## src/rtl/rr_dec_arbiter_pkg.sv

```systemverilog
// Shared constants and state encoding for the round-robin decoder arbiter.
package rr_dec_arbiter_pkg;

   localparam int NREQ = 8;
   localparam int IDW  = 3;

   typedef enum logic {
      ST_IDLE  = 1'b0,
      ST_GRANT = 1'b1
   } state_t;

endpackage

```

## src/rtl/dec3to8_en.sv

```systemverilog
// Combinational 3-to-8 one-hot decoder with active-high enable.
module dec3to8_en (
   input  logic [2:0] w,
   input  logic       en,
   output logic [7:0] y
);

   // Decode w to a one-hot line; all lines low when disabled.
   always_comb begin
      y = 8'h00;
      if (en) begin
         case (w)
            3'd0:    y = 8'h01;
            3'd1:    y = 8'h02;
            3'd2:    y = 8'h04;
            3'd3:    y = 8'h08;
            3'd4:    y = 8'h10;
            3'd5:    y = 8'h20;
            3'd6:    y = 8'h40;
            3'd7:    y = 8'h80;
            default: y = 8'h00;
         endcase
      end else begin
         y = 8'h00;
      end
   end

endmodule

```

## src/rtl/rr_dec_arbiter.sv

```systemverilog
// Eight-way round-robin arbiter with bounded hold time. The grant index is
// registered and decoded to one-hot select lines; priority advances past the
// holder on every release.
module rr_dec_arbiter
   import rr_dec_arbiter_pkg::*;
#(
   parameter int MAX_HOLD = 15
) (
   input  logic            clk,
   input  logic            rst,
   input  logic            en,
   input  logic [NREQ-1:0] req,
   input  logic            done,
   output logic [NREQ-1:0] gnt,
   output logic [IDW-1:0]  gnt_id,
   output logic            gnt_valid,
   output logic            preempt
);

   // Hold counter value on the last permitted grant cycle.
   localparam logic [7:0] HOLD_LAST = 8'(MAX_HOLD - 1);

   state_t           state_r,     state_s;
   logic [IDW-1:0]   gnt_id_r,    gnt_id_s;
   logic             gnt_valid_r, gnt_valid_s;
   logic [IDW-1:0]   ptr_r,       ptr_s;
   logic [7:0]       hold_cnt_r,  hold_cnt_s;
   logic             preempt_r,   preempt_s;

   logic [IDW-1:0]   pick_s;
   logic             rel_done_s;
   logic             rel_drop_s;
   logic             rel_en_s;
   logic             rel_tmo_s;

   // First set bit of r searching upward from p with mod-8 wrap:
   // rotate so p lands at bit 0, find first, then rotate the index back.
   function automatic logic [IDW-1:0] rr_pick(input logic [NREQ-1:0] r,
                                              input logic [IDW-1:0]  p);
      logic [2*NREQ-1:0] dbl;
      logic [NREQ-1:0]   rot;
      logic [IDW-1:0]    off;
      logic              found;
      dbl   = {r, r} >> p;
      rot   = dbl[NREQ-1:0];
      off   = 3'd0;
      found = 1'b0;
      for (int i = 0; i < NREQ; i++) begin
         if (!found && rot[i]) begin
            off   = IDW'(i);
            found = 1'b1;
         end else begin
            found = found;
         end
      end
      return off + p;
   endfunction

   assign pick_s     = rr_pick(req, ptr_r);
   assign rel_done_s = done;
   assign rel_drop_s = ~req[gnt_id_r];
   assign rel_en_s   = ~en;
   assign rel_tmo_s  = (hold_cnt_r == HOLD_LAST);

   // Next-state and next-register values for the IDLE/GRANT machine.
   always_comb begin
      state_s     = state_r;
      gnt_id_s    = gnt_id_r;
      gnt_valid_s = gnt_valid_r;
      ptr_s       = ptr_r;
      hold_cnt_s  = hold_cnt_r;
      preempt_s   = 1'b0;
      case (state_r)
         ST_IDLE: begin
            if (en && (req != 8'h00)) begin
               gnt_id_s    = pick_s;
               gnt_valid_s = 1'b1;
               hold_cnt_s  = 8'd0;
               state_s     = ST_GRANT;
            end else begin
               state_s     = ST_IDLE;
            end
         end
         ST_GRANT: begin
            if (rel_done_s || rel_drop_s || rel_en_s || rel_tmo_s) begin
               gnt_valid_s = 1'b0;
               ptr_s       = gnt_id_r + 3'd1;
               state_s     = ST_IDLE;
               // Preempt only when the timeout alone ended the grant.
               preempt_s   = rel_tmo_s & ~rel_done_s & ~rel_drop_s & ~rel_en_s;
            end else if (hold_cnt_r != 8'hFF) begin
               hold_cnt_s  = hold_cnt_r + 8'd1;
            end else begin
               hold_cnt_s  = hold_cnt_r;
            end
         end
         default: begin
            gnt_valid_s = 1'b0;
            state_s     = ST_IDLE;
         end
      endcase
   end

   // State and output registers with synchronous reset.
   always_ff @(posedge clk) begin
      if (rst) begin
         state_r     <= ST_IDLE;
         gnt_id_r    <= 3'd0;
         gnt_valid_r <= 1'b0;
         ptr_r       <= 3'd0;
         hold_cnt_r  <= 8'd0;
         preempt_r   <= 1'b0;
      end else begin
         state_r     <= state_s;
         gnt_id_r    <= gnt_id_s;
         gnt_valid_r <= gnt_valid_s;
         ptr_r       <= ptr_s;
         hold_cnt_r  <= hold_cnt_s;
         preempt_r   <= preempt_s;
      end
   end

   dec3to8_en u_dec (
      .w  (gnt_id_r),
      .en (gnt_valid_r),
      .y  (gnt)
   );

   assign gnt_id    = gnt_id_r;
   assign gnt_valid = gnt_valid_r;
   assign preempt   = preempt_r;

endmodule

```

## config.mk

```make
export PLATFORM = sky130hd
export DESIGN_NAME = rr_dec_arbiter
export DESIGN_NICKNAME = d
export VERILOG_FILES = /design/src/rtl/rr_dec_arbiter_pkg.sv /design/src/rtl/dec3to8_en.sv /design/src/rtl/rr_dec_arbiter.sv
export SDC_FILE = /design/constraint.sdc
export NUM_CORES = 1
export LEC_CHECK = 0
export ABC_AREA = 1
export CAP_MARGIN = 20
export CORE_MARGIN = 2
export CORE_UTILIZATION = 50
export DETAILED_ROUTE_END_ITERATION = 10
export GPL_ROUTABILITY_DRIVEN = 0
export PLACE_DENSITY_LB_ADDON = 0.1
export SLEW_MARGIN = 20
export SYNTH_ARGS = -nofsm -noshare
export SYNTH_HDL_FRONTEND = slang
export SYNTH_SLANG_ARGS = --single-unit
```

## constraint.sdc

```tcl
create_clock -name clk -period 2.75 [get_ports clk]
set_input_delay 0.55 -clock clk [delete_from_list [all_inputs] [get_ports clk]]
set_output_delay 0.55 -clock clk [all_outputs]
set_load 0.02 [all_outputs]
```

======== After elaboration in Yosys (flattened, before gate mapping) ========
Memories as Yosys holds them, arrays and structs flattened. A register that Yosys moved wholly into a read port is not among the register bits.
Cells that the tools add are included.
storage, ports and cells
  bits in registers ....................... 17
  bits of input ports ..................... 12
  memories ................................ 1
  output and inout bits ................... 13
  ROM bits ................................ 64
  word-level logic and storage cells ...... 79
operators by class
  shifts and indexed selects .............. 1
  $lt $le $gt $ge ......................... 1
  multiplexer cells ....................... 29
  equal/unequal tests ..................... 6
  reduce and logical (&&, ||, !) cells .... 24
  bitwise gates (word level) .............. 8
  add/sub/neg operators ................... 3
memories
  name             depth  width  rd ports  clocked after Yosys merged registers in  write ports  line              RTL
  (no name shown)  8      8      1         1                                        0            dec3to8_en.sv:12  case (w)
operators with widths
  cell                 number
  $mux 8               4
  $mux 3               7
  $pmux 8 s2           1
  $shr 16x3->8         1
  $mux 1               13
  $add 8x1->8 const B  1
  $eq 8x4->1 const B   1
  $logic_and 1x1->1    8
  $ne 8x8->1 const B   1
  $reduce_bool 8->1    1
  $logic_not 1->1      7
  $reduce_and 2->1     3
  $not 1->1            5
  $lt 3x4->1 const B   1
  $ne 2x1->1 const B   2
  $ne 2x2->1 const B   2
  $pmux 1 s2           2
  $add 3x1->3 const B  1
  $add 3x3->3          1
  $and 1x1->1          3
  $bmux 1 s3           1
  $logic_or 1x1->1     3
  $reduce_and 3->1     1
  $reduce_or 3->1      1
  $mux 2               1

======== Depth between registers and ports, before layout ========
Gate-level depths: netlist of the first run.
  depth after elaboration ................. 26
  depth in mapped cells ................... 19
  depth with buffers taken out ............ 18

======== By module ========
Synthesis of the first run repeated with hierarchy kept, for this count alone.
second synthesis, totals
  cell total of the unflattened synthesis .. 248
  area total of the unflattened synthesis .. 1630.3 um^2
by module, submodules not included
  module          instances  cells an instance  sequential area each (um^2)  area each (um^2)
  rr_dec_arbiter  1          231                340.3                        1566.5
  dec3to8_en      1          17                 0.0                          63.8

======== Worst setup path before layout of the first run ========
OpenSTA, ideal clock, no wires.
  kind .................................... input-to-reg
  start point ............................. input port req[5]
  end point ............................... register with a tool-made name
  slack ................................... 0.263 ns
  data required time ...................... 2.638 ns
  arrival time ............................ 2.375 ns
  cell stages on the path ................. 16
  library setup time ...................... 0.112 ns
  buffers on the path ..................... 0
  cell sequence ........................... nand2_1 nand3_1 nand2_1 o21a_1 nand3_2 nor2_2 nand3_1 o221ai_1 ha_1 fa_1 xor2_1 inv_1 nand2_2 nand3_4 nand2_4 nor2_2
RTL lines
  what             line                  RTL
  start, declared  rr_dec_arbiter.sv:12  input logic [NREQ-1:0] req,

==> results by group, run 1 <==
Outcome
  • Outcome: finished clean

Drt
  • DR WL/cell: about 13 um
  • TritonRoute pass-1 iters: 4
  • WL final: roughly 4500 um
  • Routed Antenna Nets: 0
  • DR DRC count: 0
  • Vias: roughly 1800
  • Initial DRC Count: slightly below 90
  • Vias per inst: a little over 5

Global route
  • Number of global-route vias before repair: around 1700
  • All-Layer GR Usage: 0.217
  • Initial antenna violation count: 0
  • Largest net degree at the start of global routing: 16
  • Grt total ovfl: 0
  • First-pass GRT wire length: approximately 7300 um

Floorplan
  • Die area: 4190 um^2
  • I/O pin total: 25
  • Initial core utilization: 0.511
  • Die Y: between 60 and 70 um
  • Die X: 64.7 um
  • Placeable Area: approximately 3600 um^2
  • Rows: 22

Synthesis
  • Post-synth EDFFs: 0
  • Synth top area cells: dfxtp_1 (27%), nand2_1 (12%), nand3_2 (12%)
  • Syn nets: 272
  • Post-synth top cells: nand2_1 (61), dfxtp_1 (25), nand3_2 (22), inv_1 (20), a21oi_1 (17)
  • Syn Inst Count: 255
  • #FFs+latches synth: 25
  • Yosys top cell by area: dfxtp_1
  • Asr flop ratio synth: 0
  • Most frequent cell after synthesis: nand2_1
  • Cell variety after synth: 38
  • Post-Syn Area per Cell: around 7.2 um^2
  • Main synth FF type: dfxtp_1
  • Sequential share of the synthesized area: 0.272
  • Share of the synthesized area in the top cell type: 0.272
  • Yosys warnings: 0
  • Synthesized area: 1840 um^2

Final layout
  • Area Growth Syn to Fin: 35.4%
  • Nets: approximately 320
  • Share of cells above drive strength 1: 0.363
  • Antenna Diode Count: 0

Job
  • Max_cap viols: 0

Placement
  • IO buf count: 24
  • HPWL after DPL: 3330 um

Clock tree
  • TritonCTS clock tree: yes
  • Max clock buf depth: 2
  • CTS buffer count: 3
  • Sink Count: 25
  • Clock latency on the worst-skew pair: around 0.27 ns
  • Reg clk slew, reported paths: around 0.090 ns
  • H-tree depth: 1
  • Clock root buffer: clkbuf_8

Timing
  • Fmax: between 300 and 400 MHz
  • Final Skew: roughly 0.0053 ns
  • Final setup fails: 0
  • Tmin final: around 2.6 ns
  • Setup_tns: 0 ns
  • Actual slew at the worst max-slew pin: about 0.64 ns
  • Fin. max-slew vios: 0
  • Final worst-path cycle share: 0.963
  • Final hold viol count: 0
  • Headroom to the max-slew limit: 0.572

Power
  • PD cells: between 400 and 500 nW/um^2
  • Total power: around 0.0011 W
  • Pleak: approximately 1.1 nW
  • VDD IR max: approximately 0.40 mV

Setup path
  • Nature of the critical path endpoint: flop
  • Startpoint Class: input port
  • Setup CP Type: in -> reg
  • Critical path required time: 2.89 ns
  • CP Data Arrival Time: between 2 and 3 ns
  • Crit Path Max Fanout: 3

Min path
  • Hold Path Class: reg -> reg
-- routing by layer --
metal	vias to the layer above	GRT usage	wire [um]
met5	-	0	0
li1	947	-	-
met4	0	0.0665	72
met3	6	0.0365	122
met2	30	0.375	2340
met1	828	0.275	1970
-- cell type report --
cell class	count	area [um^2]
Clock buffer	3	41.3
Clock inverter	1	7.51
Fill cell	318	1110
Inverter	26	110
Multi-Input combinational cell	198	1340
Sequential cell	25	505
Tap cell	48	60.1
Timing Repair Buffer	50	434
-- worst max-delay path, cell delays in order --
cell and delay, ns:
dlygate4sd2_1 0.26, buf_6 0.13, nand2_4 0.08, nand3_4 0.08
nand3_4 0.08, nand2_4 0.06, nor2_4 0.12, nand3_4 0.10
nor2_4 0.14, nand3_2 0.07, o221ai_2 0.07, ha_2 0.22
fa_2 0.44, nand2_1 0.08, nand2_2 0.06, nand2_4 0.08
inv_4 0.06, nand2_4 0.07, a21oi_1 0.04
-- layout by cell type, fill, tap and decap left out, types with 2 or more instances in the layout --
cell / netlist / final
nand2_1: 61 / 50
buf_4: 0 / 24
dfxtp_1: 25 / 23
nand3_2: 22 / 21
nand2_2: 12 / 19
inv_1: 20 / 19
nor2_1: 16 / 16
clkdlybuf4s50_1: 0 / 16
a21oi_1: 17 / 15
nand3_1: 15 / 12
nand4_1: 9 / 9
nand2_4: 4 / 8
nand3_4: 1 / 5
nor2_4: 2 / 5
nor4_1: 4 / 4
o21ai_0: 4 / 4
xnor2_1: 4 / 4
inv_2: 3 / 3
ha_1: 4 / 3
clkbuf_8: 0 / 3
clkbuf_2: 0 / 3
clkdlybuf4s15_1: 0 / 3
inv_4: 1 / 2
o21ai_1: 2 / 2
a21oi_2: 0 / 2
xor2_1: 3 / 2
nor3_1: 2 / 2
nor2_2: 5 / 2
dlygate4sd2_1: 0 / 2
-- cell families after synthesis --
family / Yosys count / share of synthesized area
AND/OR/NAND/NOR: 155 / 0.478
XOR/XNOR: 7 / 0.0333
buffers and inverters: 32 / 0.0788
flip-flops: 25 / 0.272
adder cells (fa/ha/maj): 5 / 0.0380
AO/OA/AOI/OAI: 31 / 0.100
-- per-stage QoR --
step / hold slack [ns] / worst slack [ns] / util / std cells / cell area, um^2
final: 0.518 / 0.101 / 0.692 / 351 / 2490
after global routing: 0.553 / -0.0260 / 0.692 / 351 / 2490
after CTS: 0.521 / 0.0593 / 0.654 / 348 / 2360
after detailed placement: 0.507 / -0.542 / 0.635 / 344 / 2290
after global placement: 0.488 / -0.457 / 0.635 / 344 / 2290
after floorplan: 0.468 / 0.263 / - / 255 / 1840
-- timing repair --
action,4_1_cts,5_1_grt
endpoints found under the hold margin,0,0
setup buffers,0,3
setup endpoints to repair,9,9
hold buffers,0,0
pin swaps,6,12
gates resized for setup,16,42
-- path summary, 6_finish.rpt --
path	to	startpoint	slack [ns]	cells after the start
worst max-delay path	flop	req[5]	0.10	19
worst min register to register	hold_cnt_r[7]$_SDFFE_PP0P_	hold_cnt_r[7]$_SDFFE_PP0P_	0.52	2
worst max register to register	flop	ptr_r[0]$_SDFFE_PP0P_	0.12	17
worst min-delay path	hold_cnt_r[7]$_SDFFE_PP0P_	hold_cnt_r[7]$_SDFFE_PP0P_	0.52	2
-- power breakdown --
group	leakage, nW	internal, W	switching (W)
Combinational	0.865	0.000192	0.000270
Sequential	0.205	0.000386	0.0000253
Clock	0.0217	0.000103	0.000114
Total	1.09	0.000681	0.000410
Power figures use the tool's default switching activity.
==> run 2, diff against run 1 <==
GPL_ROUTABILITY_DRIVEN = 1   (was 0)
==> results of run 2 <==
No change in the layout: final DEF, timing and power equal those of run 1.
